[src/rtl/ps2_key_pkg.sv]
// Shared constants, prefix-FSM state type and the PS/2 set-2 letter map
// for the PS/2 letter queue.
package ps2_key_pkg;

    localparam logic [7:0]  SC_BREAK = 8'hF0;
    localparam logic [7:0]  SC_EXT   = 8'hE0;
    localparam int unsigned LETTER_W = 5;

    typedef enum logic [1:0] {
        IDLE    = 2'd0,
        BRK     = 2'd1,
        EXT     = 2'd2,
        EXT_BRK = 2'd3
    } ps2_state_e;

    // Make code of A..Z to index 1..26; anything else is 0 (not a letter)
    function automatic logic [LETTER_W-1:0] scan_to_idx(input logic [7:0] code);
        logic [LETTER_W-1:0] idx;
        case (code)
            8'h1C: idx = 5'd1;
            8'h32: idx = 5'd2;
            8'h21: idx = 5'd3;
            8'h23: idx = 5'd4;
            8'h24: idx = 5'd5;
            8'h2B: idx = 5'd6;
            8'h34: idx = 5'd7;
            8'h33: idx = 5'd8;
            8'h43: idx = 5'd9;
            8'h3B: idx = 5'd10;
            8'h42: idx = 5'd11;
            8'h4B: idx = 5'd12;
            8'h3A: idx = 5'd13;
            8'h31: idx = 5'd14;
            8'h44: idx = 5'd15;
            8'h4D: idx = 5'd16;
            8'h15: idx = 5'd17;
            8'h2D: idx = 5'd18;
            8'h1B: idx = 5'd19;
            8'h2C: idx = 5'd20;
            8'h3C: idx = 5'd21;
            8'h2A: idx = 5'd22;
            8'h1D: idx = 5'd23;
            8'h22: idx = 5'd24;
            8'h35: idx = 5'd25;
            8'h1A: idx = 5'd26;
            default: idx = 5'd0;
        endcase
        return idx;
    endfunction

endpackage

[src/rtl/letter_fifo.sv]
// Synchronous FIFO of letter indices. A push into a full queue is accepted
// only when a pop happens in the same cycle; a pop of an empty queue is ignored.
module letter_fifo #(
    parameter  int unsigned FIFO_DEPTH = 4,
    parameter  int unsigned IDX_W      = 5,
    localparam int unsigned PTR_W      = $clog2(FIFO_DEPTH),
    localparam int unsigned CNT_W      = PTR_W + 1
) (
    input  logic             clk,
    input  logic             rst_n,
    input  logic             push_i,
    input  logic [IDX_W-1:0] push_data_i,
    input  logic             pop_i,
    output logic [IDX_W-1:0] head_o,
    output logic             full_o,
    output logic             empty_o,
    output logic [CNT_W-1:0] fill_o
);

    logic [IDX_W-1:0] mem_q [FIFO_DEPTH];
    logic [PTR_W-1:0] wr_ptr_q, wr_ptr_d;
    logic [PTR_W-1:0] rd_ptr_q, rd_ptr_d;
    logic [CNT_W-1:0] count_q, count_d;
    logic             do_push, do_pop;

    // Status decode and next pointer/occupancy values
    always_comb begin
        full_o   = (count_q == CNT_W'(FIFO_DEPTH));
        empty_o  = (count_q == '0);
        do_pop   = pop_i && !empty_o;
        do_push  = push_i && (!full_o || do_pop);
        wr_ptr_d = wr_ptr_q;
        rd_ptr_d = rd_ptr_q;
        count_d  = count_q;
        if (do_push) begin
            wr_ptr_d = wr_ptr_q + PTR_W'(1);
        end
        if (do_pop) begin
            rd_ptr_d = rd_ptr_q + PTR_W'(1);
        end
        case ({do_push, do_pop})
            2'b10:   count_d = count_q + CNT_W'(1);
            2'b01:   count_d = count_q - CNT_W'(1);
            default: count_d = count_q;
        endcase
    end

    // Pointer and occupancy registers
    always_ff @(posedge clk or negedge rst_n) begin
        if (!rst_n) begin
            wr_ptr_q <= '0;
            rd_ptr_q <= '0;
            count_q  <= '0;
        end else begin
            wr_ptr_q <= wr_ptr_d;
            rd_ptr_q <= rd_ptr_d;
            count_q  <= count_d;
        end
    end

    // Storage; contents are don't-care until written, reads are gated by empty
    always_ff @(posedge clk) begin
        if (do_push) begin
            mem_q[wr_ptr_q] <= push_data_i;
        end
    end

    assign head_o = mem_q[rd_ptr_q];
    assign fill_o = count_q;

endmodule

[src/rtl/ps2_letter_queue.sv]
// PS/2 letter queue: tracks break/extended prefixes, turns letter make codes
// into indices 1..26 and queues them towards the rotor core.
// Build option PS2_TYPEMATIC_EN: when defined, repeated makes of the held
// letter (auto-repeat) push further indices; otherwise they are suppressed.
module ps2_letter_queue
    import ps2_key_pkg::*;
#(
    parameter  int unsigned FIFO_DEPTH = 4,
    parameter  int unsigned IDX_W      = 5,
    localparam int unsigned FILL_W     = $clog2(FIFO_DEPTH) + 1
) (
    input  logic              clk,
    input  logic              rst_n,
    input  logic [7:0]        scan_byte,
    input  logic              scan_valid,
    output logic [IDX_W-1:0]  out_idx,
    output logic              out_valid,
    input  logic              out_ready,
    output logic              key_held,
    output logic              overflow,
    output logic [FILL_W-1:0] fill
);

    ps2_state_e          state_q, state_d;
    logic [7:0]          held_code_q, held_code_d;
    logic                held_vld_q, held_vld_d;
    logic                overflow_q, overflow_d;
    logic [LETTER_W-1:0] letter_c;
    logic                push_c, pop_c;
    logic                fifo_full, fifo_empty;
    logic [IDX_W-1:0]    fifo_head;

    // Prefix FSM, held-letter tracking and push/overflow decisions
    always_comb begin
        state_d     = state_q;
        held_code_d = held_code_q;
        held_vld_d  = held_vld_q;
        push_c      = 1'b0;
        letter_c    = scan_to_idx(scan_byte);
        if (scan_valid) begin
            case (state_q)
                IDLE: begin
                    if (scan_byte == SC_BREAK) begin
                        state_d = BRK;
                    end else if (scan_byte == SC_EXT) begin
                        state_d = EXT;
                    end else if (letter_c != '0) begin
                        if (held_vld_q && (held_code_q == scan_byte)) begin
`ifdef PS2_TYPEMATIC_EN
                            push_c = 1'b1;
`else
                            push_c = 1'b0;
`endif
                        end else begin
                            push_c      = 1'b1;
                            held_code_d = scan_byte;
                            held_vld_d  = 1'b1;
                        end
                    end
                end
                BRK: begin
                    state_d = IDLE;
                    if (held_vld_q && (held_code_q == scan_byte)) begin
                        held_vld_d = 1'b0;
                    end
                end
                EXT: begin
                    state_d = (scan_byte == SC_BREAK) ? EXT_BRK : IDLE;
                end
                default: begin
                    state_d = IDLE;
                end
            endcase
        end
        pop_c      = out_valid && out_ready;
        overflow_d = push_c && fifo_full && !pop_c;
    end

    // State, held-code and overflow-pulse registers
    always_ff @(posedge clk or negedge rst_n) begin
        if (!rst_n) begin
            state_q     <= IDLE;
            held_code_q <= 8'h00;
            held_vld_q  <= 1'b0;
            overflow_q  <= 1'b0;
        end else begin
            state_q     <= state_d;
            held_code_q <= held_code_d;
            held_vld_q  <= held_vld_d;
            overflow_q  <= overflow_d;
        end
    end

    letter_fifo #(
        .FIFO_DEPTH (FIFO_DEPTH),
        .IDX_W      (IDX_W)
    ) u_fifo (
        .clk         (clk),
        .rst_n       (rst_n),
        .push_i      (push_c),
        .push_data_i (IDX_W'(letter_c)),
        .pop_i       (pop_c),
        .head_o      (fifo_head),
        .full_o      (fifo_full),
        .empty_o     (fifo_empty),
        .fill_o      (fill)
    );

    // Head of queue, forced to 0 while the queue is empty
    always_comb begin
        out_valid = !fifo_empty;
        out_idx   = fifo_empty ? '0 : fifo_head;
    end

    assign key_held = held_vld_q;
    assign overflow = overflow_q;

endmodule

[config.mk]
export PLATFORM = sky130hd
export DESIGN_NAME = ps2_letter_queue
export DESIGN_NICKNAME = d
export VERILOG_FILES = /design/src/rtl/ps2_key_pkg.sv /design/src/rtl/letter_fifo.sv /design/src/rtl/ps2_letter_queue.sv
export SDC_FILE = /design/constraint.sdc
export NUM_CORES = 1
export LEC_CHECK = 0
export BUFFER_PORTS_ARGS = -buffer_cell sky130_fd_sc_hd__buf_4
export CAP_MARGIN = 20
export CORE_MARGIN = 2
export CORE_UTILIZATION = 30
export DETAILED_ROUTE_END_ITERATION = 7
export REMOVE_ABC_BUFFERS = 1
export SYNTH_ARGS = -nofsm -noshare
export SYNTH_HDL_FRONTEND = slang
export SYNTH_SLANG_ARGS = --single-unit
[constraint.sdc]
create_clock -name clk -period 3.1 [get_ports clk]
set_input_delay 0.155 -clock clk [delete_from_list [all_inputs] [get_ports clk]]
set_output_delay 0.155 -clock clk [all_outputs]
set_load 0.005 [all_outputs]
* After elaboration in Yosys (flattened, before gate mapping) *
Memories as Yosys holds them, arrays and structs flattened.
Index checks and enable logic that the tools add are counted.

word-level totals
  register bits after elaboration = 19
  bits in writable memories = 20
  memory bits (read-only) = 640
  input port bits = 12
  word-level logic and storage cells = 69
  memories = 2

memories
  name             depth  bits a word  read ports  clocked after memory_dff  wr ports  RTL line           source
  (no name shown)  128    5            1           0                         0         ps2_key_pkg.sv:19  case (code)
  u_fifo.mem_q     4      5            1           0                         1         letter_fifo.sv:20  logic [IDX_W-1:0] mem_q [FIFO_DEPTH];

cells by class
  add/sub/neg operators = 4
  eq/ne operators = 14
  mux-type cells = 21
  bitwise gates (word level) = 3
  reductions and logical operators = 18

operators with widths
  kind                   number
  $eq A8 B8 Y1 const B   2
  $mux W1                13
  $mux W5                2
  $ne A2 B2 Y1 const B   5
  $eq A8 B8 Y1           1
  $reduce_and A7 Y1      1
  $logic_and A1 B1 Y1    6
  $mux W2                3
  $pmux W3 S2            1
  $reduce_and A6 Y1      1
  $reduce_bool A5 Y1     1
  $add A2 B1 Y2 const B  2
  $eq A2 B1 Y1 const B   2
  $eq A2 B2 Y1 const B   2
  $pmux W2 S2            1
  $reduce_bool A2 Y1     2
  $add A3 B1 Y3 const B  1
  $eq A3 B3 Y1 const B   1
  $logic_not A1 Y1       3
  $logic_not A3 Y1       1
  $ne A3 B3 Y1 const B   1
  $not A1 Y1             3
  $sub A3 B1 Y3 const B  1
  $logic_not A2 Y1       1
  other kinds (3)        3

* Depth between registers and ports, before layout *
Gate-level depths: netlist (run 1).

  depth after elaboration = 11
  depth in mapped cells = 15
  gate-level depth less buffers = 12

* By module *
Synthesis (run 1) repeated with hierarchy kept, for this count alone.

second synthesis, totals
  cells, all modules = 209
  area, all modules = 2411.1 sq um

by module, submodules not included
  module            instances  cells an instance  area an instance (sq um)  seq. area each (sq um)
  letter_fifo       1          73                 1221.2                    775.7
  ps2_letter_queue  1          136                1189.9                    300.3

* Worst setup path before layout (run 1) *
No wires, ideal clock.

  kind = in2reg
  start point = input port scan_byte[1]
  end point = register u_fifo.count_q[1], in the netlist u_fifo.fill_o[1]
  arrival = 3002 ps
  setup slack = -24 ps
  stages on the path = 15
  path through = buf_2 -> inv_1 -> ha_1 -> clkbuf_1 -> a21oi_1 -> o21ai_1 -> a221o_2 -> nor4_4 -> a21oi_2 -> buf_6 -> nor3_1 -> fa_1 -> inv_1 -> a211oi_1 -> o221a_1

between the ends
  word-level cells in the longest chain between the ends = 11
  elaborated cells between the ends (all ways) = 18
  those cells by class = 5 x eq/ne; 8 x mux; 4 x reduce/logical; 1 x memory

ends and longest elaborated chain
  element                                              RTL line                source
  start: declaration                                   ps2_letter_queue.sv:14  input logic [7:0] scan_byte,
  $mem_v2 Z128 W5 *                                    n/a
  $mux W5 *                                            ps2_key_pkg.sv:19
  named net letter_c[3]                                ps2_letter_queue.sv:28  logic [LETTER_W-1:0] letter_c;
  $reduce_bool A5 Y1 *                                 ps2_letter_queue.sv:47  end else if (letter_c != '0) begin
  $mux W1 *                                            ps2_letter_queue.sv:47
  $mux W1 *                                            ps2_letter_queue.sv:45  end else if (scan_byte == SC_EXT) begin
  $mux W1 *                                            ps2_letter_queue.sv:43  if (scan_byte == SC_BREAK) begin
  $mux W1 *                                            ps2_letter_queue.sv:41  case (state_q)
  $mux W1 *                                            ps2_letter_queue.sv:40  if (scan_valid) begin
  $logic_and A1 B1 Y1 *                                letter_fifo.sv:31       do_push = push_i && (!full_o || do_pop);
  $eq A2 B1 Y1 / $eq A2 B2 Y1 (equally long branches)  letter_fifo.sv:41       case ({do_push, do_pop})
  $pmux W3 S2 *                                        letter_fifo.sv:41
  named net u_fifo.count_d[1]                          letter_fifo.sv:23       logic [CNT_W-1:0] count_q, count_d;
  end signal: assignment                               letter_fifo.sv:57       count_q <= count_d;
  end: declaration                                     letter_fifo.sv:23

Mark *: on every way through the listed nets, which the timed path passes. The rest lies on a longest branch.
A chain may end at the register's enable or synchronous reset.

* Final worst setup path (run 1) *
Same ends and word-level chain as after synthesis.

==> flow_metrics.tcl, run 1 <==
set metrics [dict create \
    grtUsageTotal_pct 12.5 \
    rsz0062_at_grt "false" \
    dieArea_um2 9140 \
    drt_wl_total_mm 5.36 \
    period_minus_slack_ps 2660 \
    port-buffer-count 22 \
    crit_slowest_cell "fa_1" \
    arrival_ps 2850 \
    via_per_inst 5.09 \
    hpwlAfterDp_mm 3.98 \
    place_ws_ps 107 \
    synth_top_family_by_area "simple AND/OR/NAND/NOR gates" \
    worstReg2RegStart "held_code_q[4]" \
    swShare_pct 31.4 \
    worst_slack_ps 436 \
    syn_area_per_cell_um2 11.3 \
    combPwrFrac_pct 33.7 \
    end_kind "flop" \
    start_kind "primary input" \
    synth_area_leaders "edfxtp_1 24%, dfrtp_1 19%, mux4_2 4.5%" \
    cts_buffers 5 \
    min_to "state_q[0]" \
    syn_to_final_growth_pct 15.7 \
    cp.required_ps 3290 \
    hold_viol 0 \
    first_iter_violations 70 \
    rows 33 \
    htree_levels 2 \
    min_path_cells 2 \
    power_density_nw_per_um2 655 \
    finalSetupTns_ps 0 \
    crit_family "compound AO/OA/AOI/OAI gates" \
    antenna_left 0 \
    status "complete, no violations" \
    pwr-share-clk_pct 26.8 \
    final_util_pct 35.6 \
    fin_skew_ps 7.30 \
    ys_ff_latch 39 \
    overflow 0 \
    final_max_slew_viol_count 0 \
    synthXorXnorAreaFrac_pct 4.47 \
    hold_class "in2reg" \
    initial_core_util_pct 30.8 \
    num_antenna_cells 0 \
    numClockSinks 39 \
    crit_fanout 11 \
    seq_power_share_pct 39.4 \
    synth-compound-area-share_pct 16.1 \
    dr.pass1.iters 4 \
    yosysSeqAreaShare_pct 42.7 \
    antenna_found_initial 0 \
    synth_most_common_cell "edfxtp_1" \
    async_flop_share_pct 48.7 \
    r2r.worst_path.cells 10 \
    place.gp.congestion 0.776 \
    wire_per_inst_um 15.2 \
    netSwitchingPower_uw 599 \
    path_class "in2reg" \
    grt_pass1_wl_mm 8.91 \
    clock.fmax_mhz 375 \
    grt_max_degree 25 \
    tightest_slew_ps 513 \
    syn-instance-count 222 \
    grt_pass1_vias 1746 \
    setup_viol 0 \
    vias 1790 \
    crit_top_cell "inv_1" \
    total_power_uw 1910 \
    power_leakage_uw 0.00117 \
    ys_top_cells_by_count "20 x edfxtp_1, 19 x dfrtp_1, 18 x nand2_1" \
    nFillCells 833 \
    synthFlopType "edfxtp_1" \
    die_w_um 95.6 \
    cp_cell_sequence "buf_4 > inv_1 > ha_1 > mux2i_1 > o21ai_1 > a221o_2 > nor4_4 > a21oi_2 > nor3_1 > fa_1 > inv_1 > a211oi_1 > o221a_1" \
    cts-root-buf "clkbuf_8" \
    yosysTopAreaCellShare_pct 23.9 \
    hold_start "scan_valid" \
    netlist_area_um2 2520 \
    critPathMaxStageDelay_ps 470 \
    synth_edf_count 20 \
    final_layout_size_suffix_gt1_share_pct 24.7 \
    p_int_uw 1310 \
    clk_transition_reported_paths_ps 90 \
    core_um2 8180 \
    peakVddDrop_mv 0.226 \
    synth_warnings 0 \
    synth_simple_gate_area_share_pct 16.7 \
    clk_latency_ps 290 \
    drc 0 \
    yosysTopAreaCell "edfxtp_1" \
    cts_tree "yes" \
    synth_fa_ha_area_share_pct 4.77 \
    pin_count 23 \
    synth_cell_types 69 \
    cp_num_buf_inv 3 \
    min_period_over_period_pct 85.9 \
    maxCapViolations 0 \
    final_nets 267 \
    slew_headroom_pct 64.9 \
    crit_start "scan_byte[1]" \
    clock_path_buffers 2 \
    synth.mux.area_fraction_pct 8.80 \
    regToRegEndpoint "u_fifo.fill_o[1]" \
    ff2ff_setup_slack_ps 650 \
    fp.dieH_um 95.6 \
]
-- power groups by stage --
stage | Combinational, µW | Sequential (µW) | Clock [µW]
2_1_floorplan | 404 | 737 | 0
3_3_place_gp | 641 | 763 | 0
3_5_place_dp | 653 | 768 | 0
4_1_cts | 656 | 758 | 516
5_1_grt | 725 | 779 | 538
6_report | 643 | 753 | 512
-- worst max-delay path by stage --
stage	slack [ps]	to	depth (start not counted)
6_report	440	u_fifo.fill_o[1]	13
5_1_grt	190	u_fifo.fill_o[1]	14
4_1_cts	420	u_fifo.fill_o[1]	14
3_5_place_dp	110	u_fifo.fill_o[1]	14
3_3_place_gp	180	u_fifo.fill_o[1]	13
2_1_floorplan	290	u_fifo.fill_o[1]	12
-- stage by stage --
| step | instances | area [µm²] | hold slack [ps] |
|---|---|---|---|
| finish | 352 | 2910 | 75.3 |
| global route | 352 | 2910 | 92.6 |
| CTS | 352 | 2910 | 74.4 |
| detailed placement | 343 | 2770 | 47.8 |
| global placement | 343 | 2770 | 46.0 |
| floorplan | 208 | 2410 | -141 |
-- repair_timing --
item | CTS | global route
hold buffers | 1 | 0
setup buffers | 0 | 0
hold endpoints to repair | 19 | 0
resized for setup | 0 | 0
-- cells in the final DEF, fill, tap and decap left out, types with 4 or more instances in the layout --
cell type,netlist,layout
mux2i_1,6,6
edfxtp_1,20,20
buf_4,2,30
a211oi_1,6,6
nand3_1,5,5
and3_1,4,4
inv_1,13,13
o21ai_1,9,9
o21ai_0,6,6
dfrtp_1,19,19
nor2b_1,7,7
xor2_1,8,8
nand2_1,18,18
nor2_1,9,9
ha_1,8,8
clkbuf_8,0,5
mux4_2,5,5
-- final cells by class --
type | count | area [µm²] | share of cell area (%)
Clock buffer | 5 | 68.8 | 2.36
Timing Repair Buffer | 31 | 235 | 8.08
Clock inverter | 3 | 67.6 | 2.32
Inverter | 14 | 52.6 | 1.80
Tap cell | 105 | 131 | 4.51
Sequential cell | 39 | 1080 | 37.0
Multi-Input combinational cell | 155 | 1280 | 44.0
-- cell families after synthesis --
logic type | count (synthesis)
xor+xnor | 12
buf+inv | 28
fa+ha+maj | 9
mux | 15
flops | 39
simple gates | 69
compound gates | 50
-- state kept, by name, summed over array words and instances (netlist names) --
name             flops
u_fifo.wr_ptr_q      2
u_fifo.mem_q        20
u_fifo.rd_ptr_q      2
u_fifo.fill_o        3
key_held             1
overflow             1
state_q              2
held_code_q          8
-- per-layer routing --
layer | track usage [%] | wire (µm)
met2 | 19.8 | 2540
met4 | 2.26 | 32
met3 | 2.13 | 234
met1 | 18.2 | 2560
met5 | 0 | 0
(Power assumes the default switching activity.)
==> run 2, diff against run 1 <==
--- a/config.mk
+++ b/config.mk
@@ -8,7 +8,7 @@
 export BUFFER_PORTS_ARGS = -buffer_cell sky130_fd_sc_hd__buf_4
 export CAP_MARGIN = 20
 export CORE_MARGIN = 2
-export CORE_UTILIZATION = 30
+export CORE_UTILIZATION = 31
 export DETAILED_ROUTE_END_ITERATION = 7
 export REMOVE_ABC_BUFFERS = 1
 export SYNTH_ARGS = -nofsm -noshare
==> flow_metrics.tcl, run 2 (synthesis gave the netlist of run 1 again) <==
set metrics [dict create \
    htree_levels 2 \
    final_nets 264 \
    placed_cell_area_um2 2740 \
    clock_path_buffers 2 \
    rsz0062_at_grt "false" \
    grt_pass1_wl_mm 8.96 \
    drc 0 \
    grtUsageTotal_pct 13.1 \
    pin_count 23 \
    final_cell_area_um2 2890 \
    grt_pass1_vias 1735 \
    clk_latency_ps 290 \
    cts-root-buf "clkbuf_8" \
    syn_to_final_growth_pct 14.6 \
    path_class "in2reg" \
    numClockSinks 39 \
    antenna_found_initial 0 \
    final_cell_mix "27 x buf_4, 20 x edfxtp_1, 19 x dfrtp_1" \
    initial_core_util_pct 32.2 \
    first_iter_violations 69 \
    hold_class "in2reg" \
    end_kind "flop" \
    status "complete, no violations" \
    dieArea_um2 8860 \
    wire_per_inst_um 15.4 \
    vias 1749 \
    largest_register_ffs 20 \
    largest_register "u_fifo.mem_q" \
    nFillCells 785 \
    overflow 0 \
    arrival_ps 2940 \
    final_max_slew_viol_count 0 \
    fp.dieH_um 94.1 \
    power_density_nw_per_um2 656 \
    clock.fmax_mhz 361 \
    drt_wl_total_mm 5.31 \
    maxCapViolations 0 \
    final_layout_size_suffix_gt1_share_pct 23.8 \
    min_path_cells 2 \
    period_minus_slack_ps 2770 \
    cp.required_ps 3270 \
    power_leakage_uw 0.00116 \
    via_per_inst 5.05 \
    hpwlAfterDp_mm 3.96 \
    cts_tree "yes" \
    cts_resized 0 \
    r2r.worst_path.cells 10 \
    crit_fanout 11 \
    min_period_over_period_pct 89.4 \
    port-buffer-count 22 \
    fin_skew_ps 5.19 \
    start_kind "primary input" \
    dr.pass1.iters 4 \
    tightest_slew_ps 582 \
    final_common_cell "buf_4" \
    hold_viol 0 \
    peakVddDrop_mv 0.262 \
    finalSetupTns_ps 0 \
    slew_headroom_pct 61.1 \
    cts_buffers 5 \
    rows 32 \
    place.gp.congestion 0.891 \
    setup_viol 0 \
    die_w_um 94.1 \
    grt_max_degree 25 \
    antenna_left 0 \
    num_antenna_cells 0 \
    total_power_uw 1890 \
    core_um2 7810 \
    ctsHoldBuffers 1 \
    cts_setup_buffers 0 \
    clk_transition_reported_paths_ps 80 \
]
[run 2: cell types whose count changed in the layout (fill, tap and decap cells not counted), sizes merged]
cell and change:
buf -3
[run 2: layout make-up]
| cell class | instances | area [µm²] | share of cell area (%) |
|---|---|---|---|
| inverters | 14 | 52.6 | 1.82 |
| multi-input cells | 155 | 1280 | 44.4 |
| clock inverters | 3 | 67.6 | 2.34 |
| well taps | 102 | 128 | 4.42 |
| clock buffers | 5 | 68.8 | 2.39 |
| flip-flops and latches | 39 | 1080 | 37.3 |
| repair buffers | 28 | 213 | 7.37 |
[run 2: report_power, final]
part / total (µW) / leakage, µW / switching, µW / internal (µW)
logic: 640 / 0.000670 / 291 / 348
registers: 753 / 0.000423 / 116 / 637
clock network: 499 / 0.0000644 / 178 / 321
[run 2: final timing paths]
kind	startpoint	to	slack, ps
max in group asynchronous	rst_n	held_code_q[5]	2620
hold reg to reg	state_q[1]	state_q[1]	480
hold / removal	scan_valid	state_q[0]	100
setup / recovery	scan_byte[1]	u_fifo.fill_o[1]	330
setup reg to reg	held_code_q[5]	u_fifo.fill_o[1]	680
min in group asynchronous	rst_n	u_fifo.rd_ptr_q[1]	280
[run 2: critical path, stage by stage]
cell and delay [ps]:
buf_4 160, inv_1 90, ha_1 280, mux2_2 310, a211oi_1 430, o32ai_4 170, nor4_4 210, a21oi_2 110
nor3_1 200, fa_1 470, inv_1 70, a211oi_1 40, o221a_1 240
[run 2: layer usage]
| metal | GRT usage [%] | share of wire (%) |
|---|---|---|
| met3 | 3.37 | 3.7 |
| met1 | 18.4 | 48 |
| met5 | 0 | 0 |
| met4 | 3.99 | 0.64 |
| met2 | 19.7 | 47 |
[run 2: stage by stage]
step	instances	setup slack [ps]	util [%]	hold slack [ps]
3_3_place_gp	337	177	35.1	46.3
6_report	346	330	37.0	101
3_5_place_dp	337	72.3	35.1	47.2
5_1_grt	346	125	37.0	111
2_1_floorplan	208	294	-	-141
4_1_cts	346	378	37.0	95.1
==> run 3, diff against run 2 <==
==> constraint.sdc (replaced) <==
create_clock -name clk -period 3.1 [get_ports clk]
set_input_delay 0.31 -clock clk [delete_from_list [all_inputs] [get_ports clk]]
set_output_delay 0.31 -clock clk [all_outputs]
set_load 0.005 [all_outputs]
==> flow_metrics.tcl, run 3 (synthesis gave the netlist of run 1 again) <==
set metrics [dict create \
    syn_to_final_growth_pct 15.7 \
    num_antenna_cells 0 \
    worst_slack_ps 325 \
    hold_viol 0 \
    pin_count 23 \
    vias 1796 \
    drc 0 \
    final_max_slew_viol_count 0 \
    combPwrFrac_pct 34.0 \
    place_ws_ps 26.6 \
    fin_skew_ps 7.33 \
    port-buffer-count 22 \
    grt_max_degree 25 \
    maxCapViolations 0 \
    status "complete, no violations" \
    slew_headroom_pct 68.2 \
    core_um2 7810 \
    path_class "in2reg" \
    r2r.worst_path.cells 10 \
    hpwlAfterDp_mm 3.94 \
    overflow 0 \
    wire_per_inst_um 15.2 \
    clk_transition_reported_paths_ps 80 \
    grt_pass1_vias 1749 \
    routed-wl-met2_mm 2.48 \
    cp.required_ps 3280 \
    largest_register "u_fifo.mem_q" \
    clk_latency_ps 290 \
    total_power_uw 1900 \
    dr.pass1.iters 6 \
    initial_core_util_pct 32.2 \
    netSwitchingPower_uw 592 \
    arrival_ps 2960 \
    antenna_left 0 \
    seq_power_share_pct 39.6 \
    pwr-share-clk_pct 26.3 \
    cts_tree "yes" \
    clock.fmax_mhz 360 \
    p_int_uw 1310 \
    power_density_nw_per_um2 654 \
    antenna_found_initial 0 \
    tightest_slew_ps 472 \
    rsz0062_at_grt "false" \
    largest_register_ffs 20 \
    clock_path_buffers 2 \
    place.gp.congestion 0.839 \
    finalSetupTns_ps 0 \
    swShare_pct 31.1 \
    setup_viol 0 \
    final_nets 268 \
    fp.dieH_um 94.1 \
    period_minus_slack_ps 2780 \
    min_path_cells 2 \
    min_period_over_period_pct 89.5 \
    final_common_cell "buf_4" \
    end_kind "flop" \
    dieArea_um2 8860 \
    placed_cell_area_um2 2770 \
    die_w_um 94.1 \
    cts-root-buf "clkbuf_8" \
    drt_wl_total_mm 5.33 \
    final_cell_area_um2 2910 \
    drt-met1-wl_mm 2.63 \
    grt_pass1_wl_mm 8.87 \
    peakVddDrop_mv 0.238 \
    cts_buffers 5 \
    first_iter_violations 76 \
    cts_resized 0 \
    start_kind "primary input" \
    power_leakage_uw 0.00118 \
    highest_layer "met4" \
    hold_class "in2reg" \
    grtUsageTotal_pct 12.8 \
    ff2ff_setup_slack_ps 680 \
    htree_levels 2 \
    dr_wl_met3_um 189 \
    rows 32 \
    final_layout_size_suffix_gt1_share_pct 24.6 \
    numClockSinks 39 \
    via_per_inst 5.13 \
    crit_fanout 8 \
    final_cell_mix "31 x buf_4, 20 x edfxtp_1, 19 x dfrtp_1" \
]
-- run 3: cell types whose count changed in the layout (fill, tap and decap cells not counted) --
cell	change
buf_4	+4
clkinvlp_4	-1
clkbuf_1	+1
-- run 3: path summary, 6_finish.rpt --
kind,startpoint,to
max,scan_byte[1],u_fifo.fill_o[1]
min,scan_valid,state_q[0]
max reg2reg,held_code_q[4],u_fifo.fill_o[1]
min reg2reg,state_q[1],state_q[1]
max in group asynchronous,rst_n,key_held
min in group asynchronous,rst_n,u_fifo.rd_ptr_q[1]
-- run 3: area by class of cell --
cell class              instances  area, µm²
inverters                      14       52.6
clock buffers                   6       72.6
fillers                       788       4900
repair buffers                 32        243
clock inverters                 2       60.1
multi-input cells             155       1280
flip-flops and latches         39       1080
well taps                     102        128
-- run 3: through the flow --
step                      cells  utilization (%)  hold WS, ps
after CTS                   350             37.3          245
after global routing        350             37.3          259
after global placement      341             35.5          205
final                       350             37.3          252
after floorplan             208                -         14.4
after detailed placement    341             35.5          208
-- run 3: repair_timing --
action | 4_1_cts | 5_1_grt
hold endpoints to repair | 19 | 0
setup buffers | 0 | 0
hold buffers | 1 | 0
endpoints found under the setup margin | 0 | 0
-- run 3: layer usage --
metal  up-vias  GRT usage [%]
li1        876              -
met1       876           17.6
met2        40           20.7
met3         4           2.89
met4         0           2.54
met5         -              0
-- run 3: power by group through the flow --
stage / combinational, µW / clock (µW) / sequential (µW)
6_report: 648 / 502 / 754
3_5_place_dp: 651 / 0 / 764
2_1_floorplan: 404 / 0 / 737
4_1_cts: 655 / 512 / 754
3_3_place_gp: 641 / 0 / 764
5_1_grt: 739 / 532 / 772
-- run 3: worst max-delay path: stages --
cell	delay, ps
buf_4	130
buf_4	170
ha_1	260
a2111oi_2	550
o32ai_4	210
nor4_4	210
a21oi_2	100
nor3_1	190
fa_1	480
inv_1	70
a211oi_1	40
o221a_1	230
